--- config.mk ---
export PLATFORM = sky130hd
export DESIGN_NAME = fb_scanout_flat
export DESIGN_NICKNAME = d
export VERILOG_FILES = /design/src/rtl/fb_scanout_if.sv /design/src/rtl/fb_scanout.sv /design/src/flat_wrapper.sv
export SDC_FILE = /design/constraint.sdc
export NUM_CORES = 1
export LEC_CHECK = 0
export CAP_MARGIN = 20
export CORE_ASPECT_RATIO = 0.5
export CORE_UTILIZATION = 35
export DETAILED_ROUTE_END_ITERATION = 10
export PLACE_DENSITY = 0.59
export SLEW_MARGIN = 20
export SYNTH_ARGS = -nofsm -noshare
export SYNTH_HDL_FRONTEND = slang
export SYNTH_SLANG_ARGS = --single-unit
export TNS_END_PERCENT = 1
--- constraint.sdc ---
create_clock -name clk -period 8.06 [get_ports clk]
set_input_delay 1.612 -clock clk [delete_from_list [all_inputs] [get_ports clk]]
set_output_delay 1.612 -clock clk [all_outputs]
set_load 0.01 [all_outputs]
--- src/rtl/fb_scanout_if.sv ---
// Framebuffer read bus plus renderer buffer-swap handshake for fb_scanout.
// master: the scanout engine (drives the read address and swap acknowledge).
// slave:  the memory/renderer side.
interface fb_scanout_if;
  logic [18:0] fb_addr;
  logic [3:0]  fb_data;
  logic        swap_req;
  logic        swap_ack;
  logic        buf_sel;

  modport master (
    output fb_addr,
    input  fb_data,
    input  swap_req,
    output swap_ack,
    output buf_sel
  );

  modport slave (
    input  fb_addr,
    output fb_data,
    output swap_req,
    input  swap_ack,
    input  buf_sel
  );
endinterface

--- src/rtl/fb_scanout.sv ---
// fb_scanout: framebuffer scanout engine.
// Generates a registered framebuffer read address from the screen position,
// maps the returned palette index through a 16-entry 12-bit palette and
// delays the timing signals so that colour and syncs line up RD_LAT+2 cycles
// after the timing inputs.
// Optional feature macro: SCANOUT_DOUBLE_BUFFER_EN enables double buffering
// (buffer base selection and frame-synchronous buffer swapping). Without it
// buf_sel is held 0 and swap_ack simply answers a request at each frame pulse.
module fb_scanout #(
  parameter int CORDW      = 10,
  parameter int H_RES      = 800,
  parameter int FB_HALF    = 1,
  parameter int RD_LAT     = 2,
  parameter int BUF_OFFSET = 240000
) (
  input  logic             clk,
  input  logic             rst,
  input  logic [CORDW-1:0] sx,
  input  logic [CORDW-1:0] sy,
  input  logic             de,
  input  logic             hsync,
  input  logic             vsync,
  input  logic             frame,
  input  logic             pal_we,
  input  logic [3:0]       pal_idx,
  input  logic [11:0]      pal_data,
  output logic [3:0]       r,
  output logic [3:0]       g,
  output logic [3:0]       b,
  output logic             out_de,
  output logic             out_hsync,
  output logic             out_vsync,
  fb_scanout_if.master     fb
);

  localparam int NSTG = RD_LAT + 2;

  logic [18:0]            addr_q, addr_d;
  logic [18:0]            lin;
  logic [18:0]            base;
  logic [NSTG-1:0][2:0]   tim_q, tim_d;
  logic [15:0][11:0]      pal_q, pal_d;
  logic [11:0]            rgb_q, rgb_d;
  logic                   swap_ack_q, swap_ack_d;
  logic                   buf_sel_q, buf_sel_d;

`ifdef SCANOUT_DOUBLE_BUFFER_EN
  typedef enum logic {IDLE, PENDING} swap_state_e;
  swap_state_e state_q, state_d;
  logic        swap_fire;

  // Swap handshake state register.
  always_ff @(posedge clk) begin
    if (!rst) state_q <= IDLE;
    else      state_q <= state_d;
  end

  // Swap next state: a request arms PENDING unless it coincides with a frame pulse.
  always_comb begin
    state_d = state_q;
    unique case (state_q)
      IDLE:    if (swap_req_in() && !frame) state_d = PENDING;
      PENDING: if (frame)                   state_d = IDLE;
      default: state_d = IDLE;
    endcase
  end

  // Swap outputs: toggle the buffer and acknowledge only on a frame pulse.
  always_comb begin
    swap_fire  = frame && ((state_q == PENDING) || swap_req_in());
    swap_ack_d = swap_fire;
    buf_sel_d  = buf_sel_q ^ swap_fire;
    base       = buf_sel_q ? 19'(BUF_OFFSET) : '0;
  end
`else
  // Single buffer: acknowledge a pending request at the frame pulse, never swap.
  always_comb begin
    swap_ack_d = frame && swap_req_in();
    buf_sel_d  = 1'b0;
    base       = '0;
  end
`endif

  function automatic logic swap_req_in();
    return fb.swap_req;
  endfunction

  // Address, timing delay line, palette update and colour lookup.
  always_comb begin
    lin    = 19'(sy) * 19'(H_RES) + 19'(sx);
    addr_d = base + (lin >> FB_HALF);
    tim_d  = {tim_q[NSTG-2:0], {de, hsync, vsync}};
    pal_d  = pal_q;
    if (pal_we) pal_d[pal_idx] = pal_data;
    // Stage RD_LAT carries the de that belongs to the fb_data arriving now.
    rgb_d  = tim_q[RD_LAT][2] ? pal_q[fb.fb_data] : '0;
  end

  // Datapath registers; reset loads a grey-ramp palette.
  always_ff @(posedge clk) begin
    if (!rst) begin
      addr_q     <= '0;
      tim_q      <= '0;
      rgb_q      <= '0;
      swap_ack_q <= 1'b0;
      buf_sel_q  <= 1'b0;
      for (int unsigned i = 0; i < 16; i++) pal_q[i] <= {3{4'(i)}};
    end else begin
      addr_q     <= addr_d;
      tim_q      <= tim_d;
      rgb_q      <= rgb_d;
      swap_ack_q <= swap_ack_d;
      buf_sel_q  <= buf_sel_d;
      pal_q      <= pal_d;
    end
  end

  assign fb.fb_addr  = addr_q;
  assign fb.swap_ack = swap_ack_q;
  assign fb.buf_sel  = buf_sel_q;
  assign r           = rgb_q[11:8];
  assign g           = rgb_q[7:4];
  assign b           = rgb_q[3:0];
  assign out_de      = tim_q[NSTG-1][2];
  assign out_hsync   = tim_q[NSTG-1][1];
  assign out_vsync   = tim_q[NSTG-1][0];

endmodule

--- src/flat_wrapper.sv ---
// flat-port wrapper written by rule: the top's interface ports become plain ports
module fb_scanout_flat 
#(
  parameter int CORDW      = 10,
  parameter int H_RES      = 800,
  parameter int FB_HALF    = 1,
  parameter int RD_LAT     = 2,
  parameter int BUF_OFFSET = 240000
)
  (clk, rst, sx, sy, de, hsync, vsync, frame, pal_we, pal_idx, pal_data, r, g, b, out_de, out_hsync, out_vsync, fb_fb_addr, fb_fb_data, fb_swap_req, fb_swap_ack, fb_buf_sel);
  fb_scanout_if fb_i ();
  input  logic clk;
  input  logic rst;
  input  logic [CORDW-1:0] sx;
  input  logic [CORDW-1:0] sy;
  input  logic de;
  input  logic hsync;
  input  logic vsync;
  input  logic frame;
  input  logic pal_we;
  input  logic [3:0] pal_idx;
  input  logic [11:0] pal_data;
  output logic [3:0] r;
  output logic [3:0] g;
  output logic [3:0] b;
  output logic out_de;
  output logic out_hsync;
  output logic out_vsync;
  output wire logic [$bits(fb_i.fb_addr)-1:0] fb_fb_addr;
  input wire logic [$bits(fb_i.fb_data)-1:0] fb_fb_data;
  input wire logic [$bits(fb_i.swap_req)-1:0] fb_swap_req;
  output wire logic [$bits(fb_i.swap_ack)-1:0] fb_swap_ack;
  output wire logic [$bits(fb_i.buf_sel)-1:0] fb_buf_sel;
  assign fb_fb_addr = fb_i.fb_addr;
  assign fb_i.fb_data = fb_fb_data;
  assign fb_i.swap_req = fb_swap_req;
  assign fb_swap_ack = fb_i.swap_ack;
  assign fb_buf_sel = fb_i.buf_sel;
  fb_scanout #(.CORDW(CORDW), .H_RES(H_RES), .FB_HALF(FB_HALF), .RD_LAT(RD_LAT), .BUF_OFFSET(BUF_OFFSET)) u_core (.clk(clk), .rst(rst), .sx(sx), .sy(sy), .de(de), .hsync(hsync), .vsync(vsync), .frame(frame), .pal_we(pal_we), .pal_idx(pal_idx), .pal_data(pal_data), .r(r), .g(g), .b(b), .out_de(out_de), .out_hsync(out_hsync), .out_vsync(out_vsync), .fb(fb_i));
endmodule
== Yosys cells after proc, flatten, opt, wreduce, memory -nomap -nowiden ==
Index checks and enable logic that the tools add are counted.

* Flip-flop bits (word level): 236
* Input port bits: 48
* Output and inout port bits: 36
* Logic and storage cells: 37

* $add $sub $neg: 1
* Multipliers: 1
* Magnitude comparators: 3
* Multiplexer cells: 5
* Reduce and logical (&&, ||, !) cells: 3

{| class="wikitable"
|+ Operators by type and width
! cell !! count
|-
| bitwise mux 192 bit || 1
|-
| binary-select mux 12 bit (select 4 bit) || 1
|-
| demux 12 bit (select 4 bit) || 1
|-
| two-way mux 12 bit || 2
|-
| adder 19 x 10 -> 19 bit || 1
|-
| multiplier 10 x 5 -> 14 bit (second input constant) || 1
|-
| less-than comparator 4 x 5 -> 1 bit (second input constant) || 2
|-
| greater-or-equal comparator 4 x 1 -> 1 bit (second input constant) || 1
|-
| logical AND 1 bit || 2
|-
| AND reduction 2 bit || 1
|}

== Logic depth before layout (Yosys ltp) ==
Gate-level depths: netlist of the first run.

* Depth in word-level cells: 5
* Gate-level depth with buffers: 14
* Gate-level depth less buffers: 13

== Worst setup path before layout of the first run ==
OpenSTA, ideal clock, no wires.

* Path kind: input to register
* From: input sy[4]
* To: register u_core.addr_q[17], in the netlist u_core.fb.fb_addr[17]
* Setup time: 0.059 ns
* Arrival: 4.513 ns
* Required time: 8.001 ns
* Slack: 3.489 ns
* Stages on the path: 14
* Path buffers: 1
* Cell sequence: ha_1 > ha_1 > inv_1 > fa_1 > inv_1 > ha_1 > buf_6 > a21o_1 > a31oi_2 > a21boi_1 > nor4b_2 > nand4b_1 > or4_1 > nand2_1

* Cells in the longest elaborated chain, start to end: 2

{| class="wikitable"
|+ RTL lines
! what !! line !! RTL
|-
| start: declaration || flat_wrapper.sv:15 || <nowiki>input logic [CORDW-1:0] sy;</nowiki>
|-
| multiplier 10 x 5 -> 14 bit || fb_scanout.sv:90 || <nowiki>lin = 19'(sy) * 19'(H_RES) + 19'(sx);</nowiki>
|-
| adder 19 x 10 -> 19 bit || fb_scanout.sv:90 ||
|-
| end signal: assignment || fb_scanout.sv:109 || <nowiki>addr_q <= addr_d;</nowiki>
|-
| end: declaration || fb_scanout.sv:38 || <nowiki>logic [18:0] addr_q, addr_d;</nowiki>
|}

No other way between the ends.
A chain may end at the register's enable or synchronous reset.

== Final worst setup path of the first run ==
* From: input sy[5]
* To: register u_core.addr_q[17], in the netlist u_core.fb.fb_addr[17]

Same word-level chain as after synthesis.

==> impl_results.md, run 1 <==
* Crit Path Class: in -> reg
* Core footprint at 29290 sq um
* Final nets at 1306
* Via count at roughly 8.4k
* RSZ-0062 raised after global routing: no
* Max clock buf depth at 3
* Sink Count at approximately 240
* Synth Flop Type: dfxtp_1
* Worst r2r path cells at 3
* Setup_tns at 0 ns
* Failing checks: DRC
* Die width at between 200 and 250 microns
* Wire length per cell at about 18 microns
* Cell count of the worst hold path at 1
* R2r startpoint: u_core.pal_q[134]
* Register bit count reported by yosys at between 200 and 250
* Max frequency at around 210 MHz
* Slew @ Worst Pin at 1.107 ns
* Gates resized, CTS repair at 0
* Placed Instances at ~1.6k
* CTS tree: built
* Critical Path RT at 8.51 ns
* Top cells by area, synth: dfxtp_1 (45%), nand2_1 (14%), mux4_2 (13%)
* Part of the power in registers at 43.6%
* Slew headroom at around a quarter
* Area share of the largest cell type after synthesis at about 45%
* Clk slew on worst S/H paths at about 0.060 ns
* Status: finished with violations
* Port bufs at 80
* Gr usage total at between 10% and 20%
* HP Class: reg -> reg
* Root buf cell: clkbuf_16
* Post-synth ARST share at 0%
* Final setup violation count at 0
* Switching Fraction at between 20% and 30%
* Critical hold path startpoint: u_core.tim_d[6]
* Logic gate share of total power at around 15%
* Post-CTS Repair Setup Buffers at 0
* Reg-to-Reg End: u_core.rgb_q[2]
* Initial DRC Count at 740
* Yosys Warn Count at 0
* Time the worst path needs with I/O delays and setup at around 4.8 ns
* Yosys cell types at 48
* Max H-tree Level at 1
* Total grt overflow at 0
* Mapped cell area at ~11000 sq um
* Filler Cell Count at ~2.9k
* Psw at ~0.00071 W
* Vias in the first global route at between 7k and 8k
* Ports at 84
* Cells after Synth at 1203
* Antenna Violating Nets Remaining at 0
* Max-slew violation count at 0
* Setup crit end kind: register
* Skew final at roughly 0.010 ns
* Routability cong. at 0.7885
* Worst reg-to-reg setup slack at 6.41 ns
* Clk pwr share at a little over two fifths
* Hold Fails Final Rpt at 0
* DP HPWL at ~18000 microns
* Largest net degree at the start of global routing at 99
* WL final at 29180 microns
* Register area share after synthesis at between 40% and 50%
* Leading area contributor after synthesis: dfxtp_1
* Power per Cell Area at 226.7 nW/um^2
* Pre-antenna DRT Iters at 10
* Hold_buf cts at 0
* Layout Area Growth over Synthesis at 16.98%
* Layout cell share with drive strength beyond 1 at between 10% and 20%
* Die area at around 31000 sq um
* Critical-path maximum fanout at 6
* CP Launch Type: input pin
* Initial Util at a little over a third
* Pint at 0.002087 W
* Initial antenna violation count at 1
* CP Data Arrival Time at around 5.2 ns
* MaxCap Viol Count at 0
* CTS Buf Count at 23
* Drt via density at around 5.2
* Rows at 44
* Post-synth EDFFs at 0
* Worst VDD drop at between 0.00008 and 0.00009 V
* DR DRC count at 4
* First-pass GRT wire length at 44930 microns
* Non-Filler Instances at approximately 1.6k
* Clk_lat worst skew at between 0.5 and 0.6 ns
* Hold endpoint: u_core.tim_d[9]
* Overall power at approximately 0.0028 W
* Final period utilization at between 50% and 60%
* Die Y-Extent at around 120 microns
* Avg Cell Area, Syn at slightly below 9 sq um
* Leakage dissipation at slightly below 5 nW
stage by stage:
stage / utilization (%) / cell area (sq um) / hold slack [ns] / setup WS [ns]
after floorplan: - / 10540 / 0.4119 / 3.489
after global routing: 42.07 / 12320 / 0.4403 / 3.048
after CTS: 42.06 / 12320 / 0.4346 / 3.300
after global placement: 39.29 / 11510 / 0.4150 / 2.803
final: 42.08 / 12320 / 0.4312 / 3.288
after detailed placement: 39.29 / 11510 / 0.4183 / 2.773
routing by layer:
layer  vias to the layer above  routed length, microns  track usage (%)
met3                        49                    2066            3.146
met1                      3984                   12640            25.43
met4                         0                     899            5.485
met5                         -                       0                0
li1                       4026                       -                -
met2                       316                   13580            30.94
cells in the mapped netlist (2+ instances only):
master,instances
nor2b_1,4
nor4_1,3
or3_1,6
inv_1,24
fa_1,6
nand3b_1,2
nand4_1,2
buf_1,5
mux4_2,60
clkbuf_1,88
nor3_1,13
a21oi_1,102
mux2i_1,2
xnor2_1,9
a21o_1,4
buf_4,5
or2_2,6
dfxtp_1,235
nand2_1,398
nand2b_1,8
ha_1,37
and2_1,28
nand3_1,101
xor2_1,8
o21ai_0,4
nor2_1,21
registers in the layout (all words and copies together), names as in the netlist:
register and count:
u_core.pal_q 192, u_core.fb.fb_addr 18, u_core.rgb_q 12, u_core.tim_d 9
u_core.fb.swap_ack 1, u_core.out_de 1, u_core.out_hsync 1, u_core.out_vsync 1
cells by family (layout without fill, tap and decap cells):
| family | Yosys count | after routing | share of synthesized area [%] |
|---|---|---|---|
| xor gates and xnor gates | 17 | 17 | 1.413 |
| adders and majority gates | 43 | 43 | 5.534 |
| DFF | 235 | 235 | 44.66 |
| and+or+nand+nor | 599 | 599 | 24.44 |
| muxes | 62 | 62 | 13.02 |
| other | 1 | 3 | 0.03560 |
| AOI/OAI and AO/OA | 120 | 120 | 6.140 |
| buffers and inverters | 126 | 152 | 4.762 |
how the worst max path moves through the flow:
stage | startpoint | endpoint | slack, ns | cells past startpoint
after floorplan | sy[4] | u_core.fb.fb_addr[17] | 3.49 | 14
after global placement | sy[5] | u_core.fb.fb_addr[17] | 2.80 | 14
after detailed placement | sy[5] | u_core.fb.fb_addr[17] | 2.77 | 14
after CTS | sy[5] | u_core.fb.fb_addr[17] | 3.30 | 14
after global routing | sy[5] | u_core.fb.fb_addr[17] | 3.05 | 14
final | sy[5] | u_core.fb.fb_addr[17] | 3.29 | 14
final cells by class:
cell class              instances  area (sq um)  share of cell area, %
clock buffers                  30         651.9                  5.289
well taps                     391         489.2                  3.970
inverters                      25         95.09                 0.7716
flip-flops and latches        235          4705                  38.17
repair buffers                 87         843.3                  6.843
multi-input cells             843          5378                  43.63
clock inverters                10         160.2                  1.299
diodes                          1         2.502                0.02030
critical path, cell delays in order:
cell and delay (ns):
clkdlybuf4s50_1 0.53, ha_1 0.26, ha_1 0.28, inv_1 0.05, fa_1 0.50, inv_1 0.04, ha_1 0.38, a21o_1 0.21
a31oi_2 0.23, a21oi_1 0.11, o21ai_0 0.24, nand4b_1 0.18, or4_1 0.53, nand2_1 0.07
power groups by stage:
stage          clock network, W  registers (W)  logic, W
3_5_place_dp                  0        0.00124  0.000416
3_3_place_gp                  0        0.00124  0.000410
6_report                0.00116        0.00122  0.000414
4_1_cts                 0.00119        0.00122  0.000418
5_1_grt                 0.00124        0.00122  0.000455
2_1_floorplan                 0        0.00125  0.000269
cell usage in the layout, fill, tap and decap left out, types with 4 or more instances in the layout:
cell type / netlist / routed
buf_4: 5 / 9
clkbuf_8: 0 / 5
clkinv_2: 0 / 4
nor3_2: 0 / 6
dfxtp_1: 235 / 235
nand3_1: 101 / 101
inv_1: 24 / 24
xnor2_1: 9 / 9
or3_1: 6 / 6
nand2b_1: 8 / 8
xor2_1: 8 / 8
nor2b_1: 4 / 4
or2_2: 6 / 6
mux4_2: 60 / 60
and2_1: 28 / 28
nor3_1: 13 / 7
clkbuf_16: 0 / 23
nor2_1: 21 / 20
bufinv_16: 0 / 4
a21o_1: 4 / 4
nand2_1: 398 / 398
clkdlybuf4s50_1: 0 / 77
fa_1: 6 / 6
ha_1: 37 / 37
a21oi_1: 102 / 102
o21ai_0: 4 / 4
Note: power is estimated with default switching activity, not from simulation.
==> run 2: changes to the inputs <==
- clock period: 8.06 -> 4.5 ns (I/O delays scaled with it)
==> run 2 against run 1 <==
The flow still finishes with violations (DRC). Utilization is 0.24 points higher. Register-to-register slack worse by 3.6 ns. Setup slack worse by 2.7 ns. Critical endpoint unchanged. Largest power group unchanged. Flip-flop and latch count stayed put. Count of clock-buffer cells in the layout is 5 higher.
==> impl_results.md, run 2 (synthesis gave the netlist of run 1 again) <==
* Status: finished with violations
* Failing checks: DRC
* Max reg flops at 192 (unchanged)
* Worst VDD drop at 0.0002206 V (+150%)
* Worst hold margin at 0.4321 ns (+0.0009270 ns)
* RSZ-0062 raised after global routing: no
* Met3 Wirelength at 1960 microns (-5.1%)
* Top register by number of flip-flops: u_core.pal_q
* Wire length per cell at 18.10 microns (+0.57%)
* Initial Util at 35.97% (unchanged)
* Via count at 8635 (+3.1%)
* Met1 WL at 13030 microns (+3.1%)
* Die width at 247.4 microns (unchanged)
* Sink Count at 235 (unchanged)
* Antenna fix cells at 0 (-1)
* Largest net degree at the start of global routing at 69 (-30%)
* Non-Filler Instances at 1642 (+1.2%)
* Clk slew on worst S/H paths at 0.06 ns (about the same)
* Final setup violation count at 0 (unchanged)
* Layout cell share with drive strength beyond 1 at 11.27% (+0.78 points)
* Power per Cell Area at 393.4 nW/um^2 (+74%)
* Clk_lat worst skew at 0.53 ns (about the same)
* CTS tree: built
* Final period utilization at a little under 90%
* WL met2 at 14050 microns (+3.5%)
* Vias in the first global route at 8390 (+4.9%)
* Drt via density at 5.259 (+1.8%)
* Core footprint at 29290 sq um (unchanged)
* HP Class: reg -> reg
* CP Data Arrival Time at 4.41 ns (-0.82 ns)
* Hold_buf cts at 0 (unchanged)
* Max H-tree Level at 1 (unchanged)
* Setup crit end kind: register
* Crit Path Class: in -> reg
* Most frequent cells in the layout: nand2_1 (398), dfxtp_1 (235), a21oi_1 (102)
* Max-slew violation count at 0 (unchanged)
* Hold Fails Final Rpt at 0 (unchanged)
* First-pass GRT wire length at 46810 microns (+4.2%)
* WL final at 29710 microns (+1.8%)
* Pre-antenna DRT Iters at 8 (-2)
* Most common cell after layout, fill and taps aside: nand2_1
* Initial DRC Count at 820 (+11%)
* Time the worst path needs with I/O delays and setup at 3.945 ns
* Gates resized, CTS repair at 0 (unchanged)
* MaxCap Viol Count at 0 (unchanged)
* Setup_tns at 0 ns (unchanged)
* Max frequency at approximately 250 MHz
* Max clock buf depth at 3 (unchanged)
* Initial antenna violation count at 0 (-1)
* CP Launch Type: input pin
* Slew headroom at 30.78% (+4.6 points)
* Die area at 30840 sq um (unchanged)
* Rows at 44 (unchanged)
* Top routing layer in use: met4
* DP HPWL at 19430 microns (+6.0%)
* Layout Area Growth over Synthesis at 17.64%
* Gr usage total at 19.43% (+0.57 points)
* Port bufs at 80 (unchanged)
* Placed Instances at 1600 (+1.2%)
* Slew @ Worst Pin at 1.035 ns (-0.07253 ns)
* Skew final at 0.01774 ns (+0.007279 ns)
* Post-CTS Repair Setup Buffers at 0 (unchanged)
* Leakage dissipation at 4.924 nW (+1.6%)
* CTS Buf Count at 24 (+4.3%)
* Total grt overflow at 0 (unchanged)
* Critical-path maximum fanout at 3 (-3)
* Routability cong. at 0.8381 (+6.3%)
* Root buf cell: clkbuf_16
* Ports at 84 (unchanged)
* Critical Path RT at 4.96 ns (-3.55 ns)
* Final nets at 1326 (+1.5%)
* Antenna Violating Nets Remaining at 0 (unchanged)
* DR DRC count at 4 (unchanged)
* Die Y-Extent at 124.7 microns (unchanged)
## run 2: cell types whose count changed in the layout (fill, tap and decap cells not counted), moves of 2 or more
| cell | change |
|---|---|
| clkbuf_1 | +2 |
| buf_4 | +18 |
| clkinv_2 | +2 |
| nor3_2 | -6 |
| clkbuf_8 | +2 |
| bufinv_16 | -4 |
| nor3_1 | +6 |
## run 2: routing by layer
metal  track usage (%)  vias to the layer above
met5                 0                        -
met4             5.016                        0
met3             3.211                       50
met2             32.16                      280
met1             26.20                     4221
li1                  -                     4084
## run 2: cell type report
cell class	instances	area [sq um]
Fill cell	2841	16900
Multi-Input combinational cell	843	5345
Sequential cell	235	4705
Timing Repair Buffer	106	998.5
Clock buffer	35	711.9
Tap cell	391	489.2
Inverter	25	95.09
Clock inverter	7	48.80
## run 2: path summary, 6_finish.rpt
path | from | to | slack [ns] | cells past startpoint
worst max-delay path | sy[4] | u_core.fb.fb_addr[17] | 0.56 | 14
worst min-delay path | u_core.tim_d[10] | u_core.out_hsync | 0.43 | 1
worst max register to register | u_core.pal_q[181] | u_core.rgb_q[1] | 2.85 | 3
worst min register to register | u_core.tim_d[10] | u_core.out_hsync | 0.43 | 1
## run 2: critical path, stage by stage
cell and delay (ns):
clkdlybuf4s50_1 0.52, ha_1 0.27, ha_1 0.30, inv_1 0.05, fa_1 0.49, inv_1 0.04
ha_1 0.21, or2_2 0.28, o22a_2 0.21, xnor2_1 0.15, nor4b_2 0.27, nand4b_1 0.14
or4_1 0.51, nand2_1 0.07
## run 2: power breakdown
group	switching [W]	leakage, nW	internal, W	total [W]
Clock	0.000832	0.377	0.00110	0.00193
Combinational	0.000412	2.64	0.000355	0.000767
Sequential	0.0000281	1.91	0.00215	0.00218
## run 2: per-stage QoR
step | util [%] | total power [W] | setup slack (ns) | instance area (sq um)
after floorplan | - | 0.002722 | 0.6406 | 10540
after global placement | 39.72 | 0.002985 | 0.03069 | 11630
after detailed placement | 39.72 | 0.002998 | 0.008950 | 11630
after CTS | 42.31 | 0.004929 | 0.5527 | 12390
after global routing | 42.31 | 0.005086 | 0.3784 | 12390
final | 42.31 | 0.004876 | 0.5554 | 12390
